## config.mk

```make
export PLATFORM = sky130hd
export DESIGN_NAME = wrr_pkt_arbiter
export DESIGN_NICKNAME = d
export VERILOG_FILES = /design/src/rtl/wrr_pkt_arbiter.sv
export SDC_FILE = /design/constraint.sdc
export NUM_CORES = 1
export LEC_CHECK = 0
export BUFFER_PORTS_ARGS = -buffer_cell sky130_fd_sc_hd__buf_2
export CAP_MARGIN = 20
export CORE_MARGIN = 2
export CORE_UTILIZATION = 38
export CTS_CLUSTER_DIAMETER = 120
export DETAILED_ROUTE_END_ITERATION = 12
export GPL_ROUTABILITY_DRIVEN = 0
export GPL_TIMING_DRIVEN = 0
export PLACE_DENSITY = 0.87
export REMOVE_ABC_BUFFERS = 1
export SYNTH_ARGS = -nofsm -noshare
export SYNTH_HDL_FRONTEND = slang
export SYNTH_SLANG_ARGS = --single-unit
export TNS_END_PERCENT = 5
```

## constraint.sdc

```tcl
create_clock -name clk -period 2.6 [get_ports clk]
set_input_delay 0.39 -clock clk [delete_from_list [all_inputs] [get_ports clk]]
set_output_delay 0.39 -clock clk [all_outputs]
set_load 0.005 [all_outputs]
```

## src/rtl/wrr_pkt_arbiter.sv

```systemverilog
// -----------------------------------------------------------------------------
// wrr_pkt_arbiter
// Packet-aware weighted round-robin arbiter. N valid/ready source streams
// share one sink stream. Once a source wins, the grant stays locked to it
// until the beat carrying last is accepted, so packets never interleave. A
// winner may send up to weight_i[winner] consecutive packets per turn. Each
// packet costs one IDLE cycle, which is spent on arbitration.
//
// Optional build macro: WRR_PKT_ARBITER_TIMEOUT_EN
//   Adds parameter TO_CYC and output timeout_o. A locked owner that holds
//   in_valid low for TO_CYC consecutive cycles loses its lock. Its remaining
//   credit is dropped, so the pointer rotates, and timeout_o pulses for one
//   cycle.
//
// Ports:
//   clk        clock
//   rst_n      asynchronous active-low reset
//   weight_i   packets per turn, source i at [i*WW +: WW] (0 behaves as 1)
//   in_valid   per-source beat valid
//   in_data    per-source data, source i at [i*DW +: DW]
//   in_last    per-source last beat of packet
//   in_ready   per-source ready (only the locked owner can see ready)
//   out_valid  merged stream valid
//   out_data   merged stream data
//   out_last   merged stream last
//   out_ready  sink ready
//   out_src    index of the current owner (meaningful while out_valid=1)
//   grant      one-hot owner, all zero in IDLE
//   timeout_o  one-cycle stall-timeout pulse (only with the macro)
// -----------------------------------------------------------------------------
module wrr_pkt_arbiter #(
  parameter int N  = 4,
  parameter int DW = 32,
  parameter int WW = 4
`ifdef WRR_PKT_ARBITER_TIMEOUT_EN
  ,
  parameter int TO_CYC = 255
`endif
) (
  input  logic                 clk,
  input  logic                 rst_n,
  input  logic [N*WW-1:0]      weight_i,
  input  logic [N-1:0]         in_valid,
  input  logic [N*DW-1:0]      in_data,
  input  logic [N-1:0]         in_last,
  output logic [N-1:0]         in_ready,
  output logic                 out_valid,
  output logic [DW-1:0]        out_data,
  output logic                 out_last,
  input  logic                 out_ready,
`ifdef WRR_PKT_ARBITER_TIMEOUT_EN
  output logic                 timeout_o,
`endif
  output logic [$clog2(N)-1:0] out_src,
  output logic [N-1:0]         grant
);

  localparam int SW = $clog2(N);

  typedef enum logic {
    IDLE   = 1'b0,
    LOCKED = 1'b1
  } state_t;

  state_t         state_q, state_d;
  logic [N-1:0]   grant_q, grant_d;
  logic [SW-1:0]  src_q, src_d;
  logic [SW-1:0]  ptr_q, ptr_d;
  logic [WW-1:0]  credit_q, credit_d;

`ifdef WRR_PKT_ARBITER_TIMEOUT_EN
  // The stall counter only needs to reach TO_CYC, but it is kept between
  // 8 and 16 bits wide.
  localparam int TOC = $clog2(TO_CYC + 1);
  localparam int TOW = (TOC < 8) ? 8 : ((TOC > 16) ? 16 : TOC);

  logic [TOW-1:0] stall_q, stall_d;
  logic           timeout_q, timeout_d;
`endif

  // Per-source views of the packed buses.
  logic [WW-1:0] weight_eff [N];
  logic [DW-1:0] data_arr   [N];

  genvar gi;
  generate
    for (gi = 0; gi < N; gi++) begin : g_src
      // A weight of 0 would starve the source forever, so it is treated as 1.
      assign weight_eff[gi] = (weight_i[gi*WW +: WW] == '0) ? WW'(1)
                                                            : weight_i[gi*WW +: WW];
      assign data_arr[gi]   = in_data[gi*DW +: DW];
    end
  endgenerate

  // ---------------------------------------------------------------------------
  // IDLE pick. The current pointer is reused while it still has credit and is
  // requesting. Otherwise the scan starts at ptr+1 and wraps. The last scan
  // slot is ptr itself, so a lone requester is still served after its credit
  // runs out.
  // ---------------------------------------------------------------------------
  logic          pick_found;
  logic          pick_reuse;
  logic [SW-1:0] pick_idx;
  logic [SW:0]   cand;

  always_comb begin
    pick_found = 1'b0;
    pick_reuse = 1'b0;
    pick_idx   = '0;
    cand       = '0;
    if ((credit_q != '0) && in_valid[ptr_q]) begin
      pick_found = 1'b1;
      pick_reuse = 1'b1;
      pick_idx   = ptr_q;
    end else begin
      for (int i = 1; i <= N; i++) begin
        cand = {1'b0, ptr_q} + (SW+1)'(i);
        if (cand >= (SW+1)'(N)) begin
          cand = cand - (SW+1)'(N);
        end
        if (!pick_found && in_valid[cand[SW-1:0]]) begin
          pick_found = 1'b1;
          pick_idx   = cand[SW-1:0];
        end
      end
    end
  end

  // ---------------------------------------------------------------------------
  // Combinational datapath. While locked, the owner's stream passes straight
  // through. In IDLE, everything is held inactive.
  // ---------------------------------------------------------------------------
  logic own_valid;
  logic own_last;
  logic locked;
  logic hs;

  assign locked    = (state_q == LOCKED);
  assign own_valid = in_valid[src_q];
  assign own_last  = in_last[src_q];

  assign out_valid = locked & own_valid;
  assign out_last  = locked & own_last;
  assign out_data  = locked ? data_arr[src_q] : '0;
  assign in_ready  = locked ? (grant_q & {N{out_ready}}) : '0;
  assign out_src   = src_q;
  assign grant     = grant_q;
  assign hs        = out_valid & out_ready;

`ifdef WRR_PKT_ARBITER_TIMEOUT_EN
  assign timeout_o = timeout_q;
`endif

  // ---------------------------------------------------------------------------
  // Next-state logic
  // ---------------------------------------------------------------------------
  always_comb begin
    state_d  = state_q;
    grant_d  = grant_q;
    src_d    = src_q;
    ptr_d    = ptr_q;
    credit_d = credit_q;
`ifdef WRR_PKT_ARBITER_TIMEOUT_EN
    stall_d   = stall_q;
    timeout_d = 1'b0;
`endif
    unique case (state_q)
      IDLE: begin
`ifdef WRR_PKT_ARBITER_TIMEOUT_EN
        stall_d = '0;
`endif
        if (pick_found) begin
          state_d = LOCKED;
          grant_d = {{(N-1){1'b0}}, 1'b1} << pick_idx;
          src_d   = pick_idx;
          if (!pick_reuse) begin
            ptr_d    = pick_idx;
            credit_d = weight_eff[pick_idx];
          end
        end
      end
      LOCKED: begin
        if (hs && own_last) begin
          // One packet of this turn is spent. Once credit hits zero, the next
          // pick is forced to rotate.
          credit_d = (credit_q == '0) ? '0 : credit_q - WW'(1);
          grant_d  = '0;
          state_d  = IDLE;
`ifdef WRR_PKT_ARBITER_TIMEOUT_EN
          stall_d  = '0;
`endif
        end
`ifdef WRR_PKT_ARBITER_TIMEOUT_EN
        else if (!own_valid) begin
          if (stall_q >= TOW'(TO_CYC - 1)) begin
            // Abandon the stalled packet. Zero credit makes the pointer move on.
            credit_d  = '0;
            grant_d   = '0;
            state_d   = IDLE;
            stall_d   = '0;
            timeout_d = 1'b1;
          end else begin
            stall_d = stall_q + TOW'(1);
          end
        end else if (hs) begin
          stall_d = '0;
        end
`endif
      end
      default: begin
        state_d = IDLE;
        grant_d = '0;
      end
    endcase
  end

  // ---------------------------------------------------------------------------
  // State registers
  // ---------------------------------------------------------------------------
  always_ff @(posedge clk or negedge rst_n) begin
    if (!rst_n) begin
      state_q  <= IDLE;
      grant_q  <= '0;
      src_q    <= '0;
      ptr_q    <= SW'(N - 1);  // source 0 wins the first scan
      credit_q <= '0;
`ifdef WRR_PKT_ARBITER_TIMEOUT_EN
      stall_q   <= '0;
      timeout_q <= 1'b0;
`endif
    end else begin
      state_q  <= state_d;
      grant_q  <= grant_d;
      src_q    <= src_d;
      ptr_q    <= ptr_d;
      credit_q <= credit_d;
`ifdef WRR_PKT_ARBITER_TIMEOUT_EN
      stall_q   <= stall_d;
      timeout_q <= timeout_d;
`endif
    end
  end

endmodule

```

==> impl_metrics.tcl <==
set metrics [dict create \
    status "completed" \
    fin_crit_ns 2.44 \
    grt_max_degree 47 \
    area_growth_pct 53.1 \
    die-area_um2 6100 \
    remaining_drc_errors 0 \
    die_y_um 78.1 \
    antenna_found_initial 3 \
    avgSynthCellArea_um2 10.1 \
    syn_inst 207 \
    synthFlopType "dfrtp_1" \
    root_buffer "clkbuf_8" \
    tns_ns 0 \
    synthArstFlopShare_pct 100 \
    synth_warnings 0 \
    cts_max_path_buffers 2 \
    synth_edf_count 0 \
    core_um2 5200 \
    placementRows 26 \
    synthDistinctLibCells 36 \
    io_buffers 198 \
    hpwlAfterDp_um 7770 \
    synth_seq_cells 13 \
    clk_pin_slew_ns 0.06 \
    finalSetupViolCount 0 \
    ys_seq_area_share_pct 15.7 \
    rsz0062_at_grt "false" \
    utilization_pct 61.4 \
    max_slew_margin_pct 56.7 \
    worstPathArrival_ns 2.54 \
    ios 199 \
    grt_overflow_total 0 \
    max_cap_viol_count 0 \
    hold_slack_ns 0.0208 \
    h-tree-depth 1 \
    routed_wirelength_um 9090 \
    drive_above_1_share_pct 63.6 \
    leakagePower_nw 1.57 \
    vias 2626 \
    grtUsageTotal_pct 29.3 \
    cp.required_ns 2.70 \
    grt_pass1_vias 2728 \
    ir_drop_v 0.000366 \
    fin_crit_sh_pct 93.8 \
    p_per_area_nw_per_um2 894 \
    min_path_type "primary input to async pin" \
    finalHoldViolations 0 \
    dr.pass1.iters 4 \
    grt_pass1_wl_um 14000 \
    fin_worst_skew_ns 0.00396 \
    r2r_cells 7 \
    clk-insertion-delay-late_ns 0.24 \
    num-nets-final 549 \
    cts_tree "yes" \
    cts_made_buffers 3 \
    cp-end-kind "flop" \
    avgViaCountPerCell 5.66 \
    clock.fmax_ghz 0.410 \
    ant_nets 0 \
    final-max-slew-violation-count 0 \
    die_w_um 78.1 \
    hold_buffers 0 \
    startpoint_type "flop" \
    crit_fanout 24 \
    netlist_area_um2 2090 \
    start_util_pct 40.1 \
    critical_path_class "flop to flop" \
    cts_num_sinks 13 \
    worst_pin_slew_ns 0.650 \
    drt-initial-drc-count 105 \
    wl_per_cell_um 19.6 \
]
==> through the flow <==
step / total power [mW] / cells / setup WS [ns] / cell area (um^2)
global route: 3.08 / 463 / 0.0167 / 3190
finish: 2.86 / 464 / 0.160 / 3200
detailed placement: 2.65 / 458 / -0.142 / 3130
floorplan: 1.81 / 188 / -0.445 / 2010
CTS: 2.85 / 462 / 0.0259 / 3180
global placement: 2.54 / 456 / -0.967 / 3080
==> cells by family (layout without fill, tap and decap cells) <==
| family | Yosys count | in the layout | synth area share (%) |
|---|---|---|---|
| multiplexers | 44 | 44 | 41.5 |
| flip-flops | 13 | 13 | 15.7 |
| AND/OR/NAND/NOR | 80 | 80 | 21.0 |
| other | 0 | 1 | 0 |
| AO/OA/AOI/OAI | 48 | 48 | 17.4 |
| buffers and inverters | 22 | 208 | 4.49 |
==> worst paths after layout <==
path	slack [ns]	startpoint	to
worst max-delay path	0.16	out_src[1]$_DFFE_PN0P_	credit_q[2]$_DFFE_PN0P_
worst min-delay path	0.02	rst_n	grant[2]$_DFFE_PN0P_
worst max register to register	0.16	out_src[1]$_DFFE_PN0P_	credit_q[2]$_DFFE_PN0P_
worst min register to register	0.54	ptr_q[0]$_DFFE_PN1P_	ptr_q[0]$_DFFE_PN1P_
max in group asynchronous	2.30	rst_n	ptr_q[0]$_DFFE_PN1P_
min in group clk	0.40	weight_i[5]	credit_q[1]$_DFFE_PN0P_
==> cell usage in the layout (no fill, tap or decap), drive strengths merged, types with 3 or more instances in the layout <==
cell	n
nor2	11
mux2i	10
dfrtp	11
a32o	4
and3	4
a21o	7
buf	201
nor3	5
and2	36
nor2b	3
o21ai	17
nand2	14
o2bb2ai	3
inv	3
a21oi	7
clkbuf	4
mux4	34
==> area by class of cell <==
type                       count  area [um^2]
tap                           70         87.6
timing repair buffer         201         1050
multi-input combinational    172         1670
antenna                        1         2.50
clock buffer                   4         45.0
inverter                       3         11.3
fill                         468         2010
sequential                    13          337
==> power breakdown <==
| part | switching [mW] | leakage (nW) | total, mW | internal [mW] |
|---|---|---|---|---|
| clock | 0.0732 | 0.0228 | 0.181 | 0.108 |
| combinational | 0.943 | 1.39 | 2.17 | 1.23 |
| sequential | 0.196 | 0.152 | 0.506 | 0.310 |
==> critical path, cell delays in order (launching register included) <==
cell and delay [ns]:
dfrtp_4 0.55, buf_16 0.21, mux4_2 0.54, nand4_1 0.24, and2_2 0.26, o21ai_0 0.12, a22oi_1 0.20, o221ai_1 0.16
==> synth_stat cells, types with 2 or more instances <==
cell type | number | area share, %
a21o_1 | 7 | 2.5
a21oi_1 | 6 | 1.4
a32o_1 | 4 | 1.9
and2_1 | 36 | 11
and3_1 | 4 | 1.2
buf_2 | 9 | 2.2
clkbuf_1 | 9 | 1.6
dfrtp_1 | 11 | 13
dfstp_2 | 2 | 2.5
inv_1 | 3 | 0.54
mux2i_1 | 10 | 4.8
mux4_2 | 34 | 37
nand2_1 | 14 | 2.5
nand2b_1 | 2 | 0.60
nand4_1 | 2 | 0.60
nor2_1 | 11 | 2.0
nor2b_1 | 3 | 0.90
nor3_1 | 5 | 1.2
o21ai_0 | 16 | 3.8
o221ai_1 | 2 | 0.84
o2bb2ai_1 | 2 | 0.84
==> sequential cells by signal, indices dropped and copies added (netlist names) <==
register / flops
ptr_q: 2
out_src: 2
credit_q: 4
grant: 4
locked: 1
==> metal layers <==
layer / wire length, um / track usage (%) / vias to the layer above
met1: 3370 / 35.8 / 1275
li1: - / - / 1183
met4: 255 / 9.47 / 2
met3: 903 / 7.47 / 24
met5: 13 / 0 / -
met2: 4550 / 50.8 / 142
==> repair_timing <==
item / in CTS / in global routing
resized for setup: 3 / 2
setup endpoints to repair: 1 / 1
gates cloned: 0 / 0
pin swaps: 0 / 0
buffers inserted: 0 / 1
Note: power is estimated with default switching activity, not from simulation.
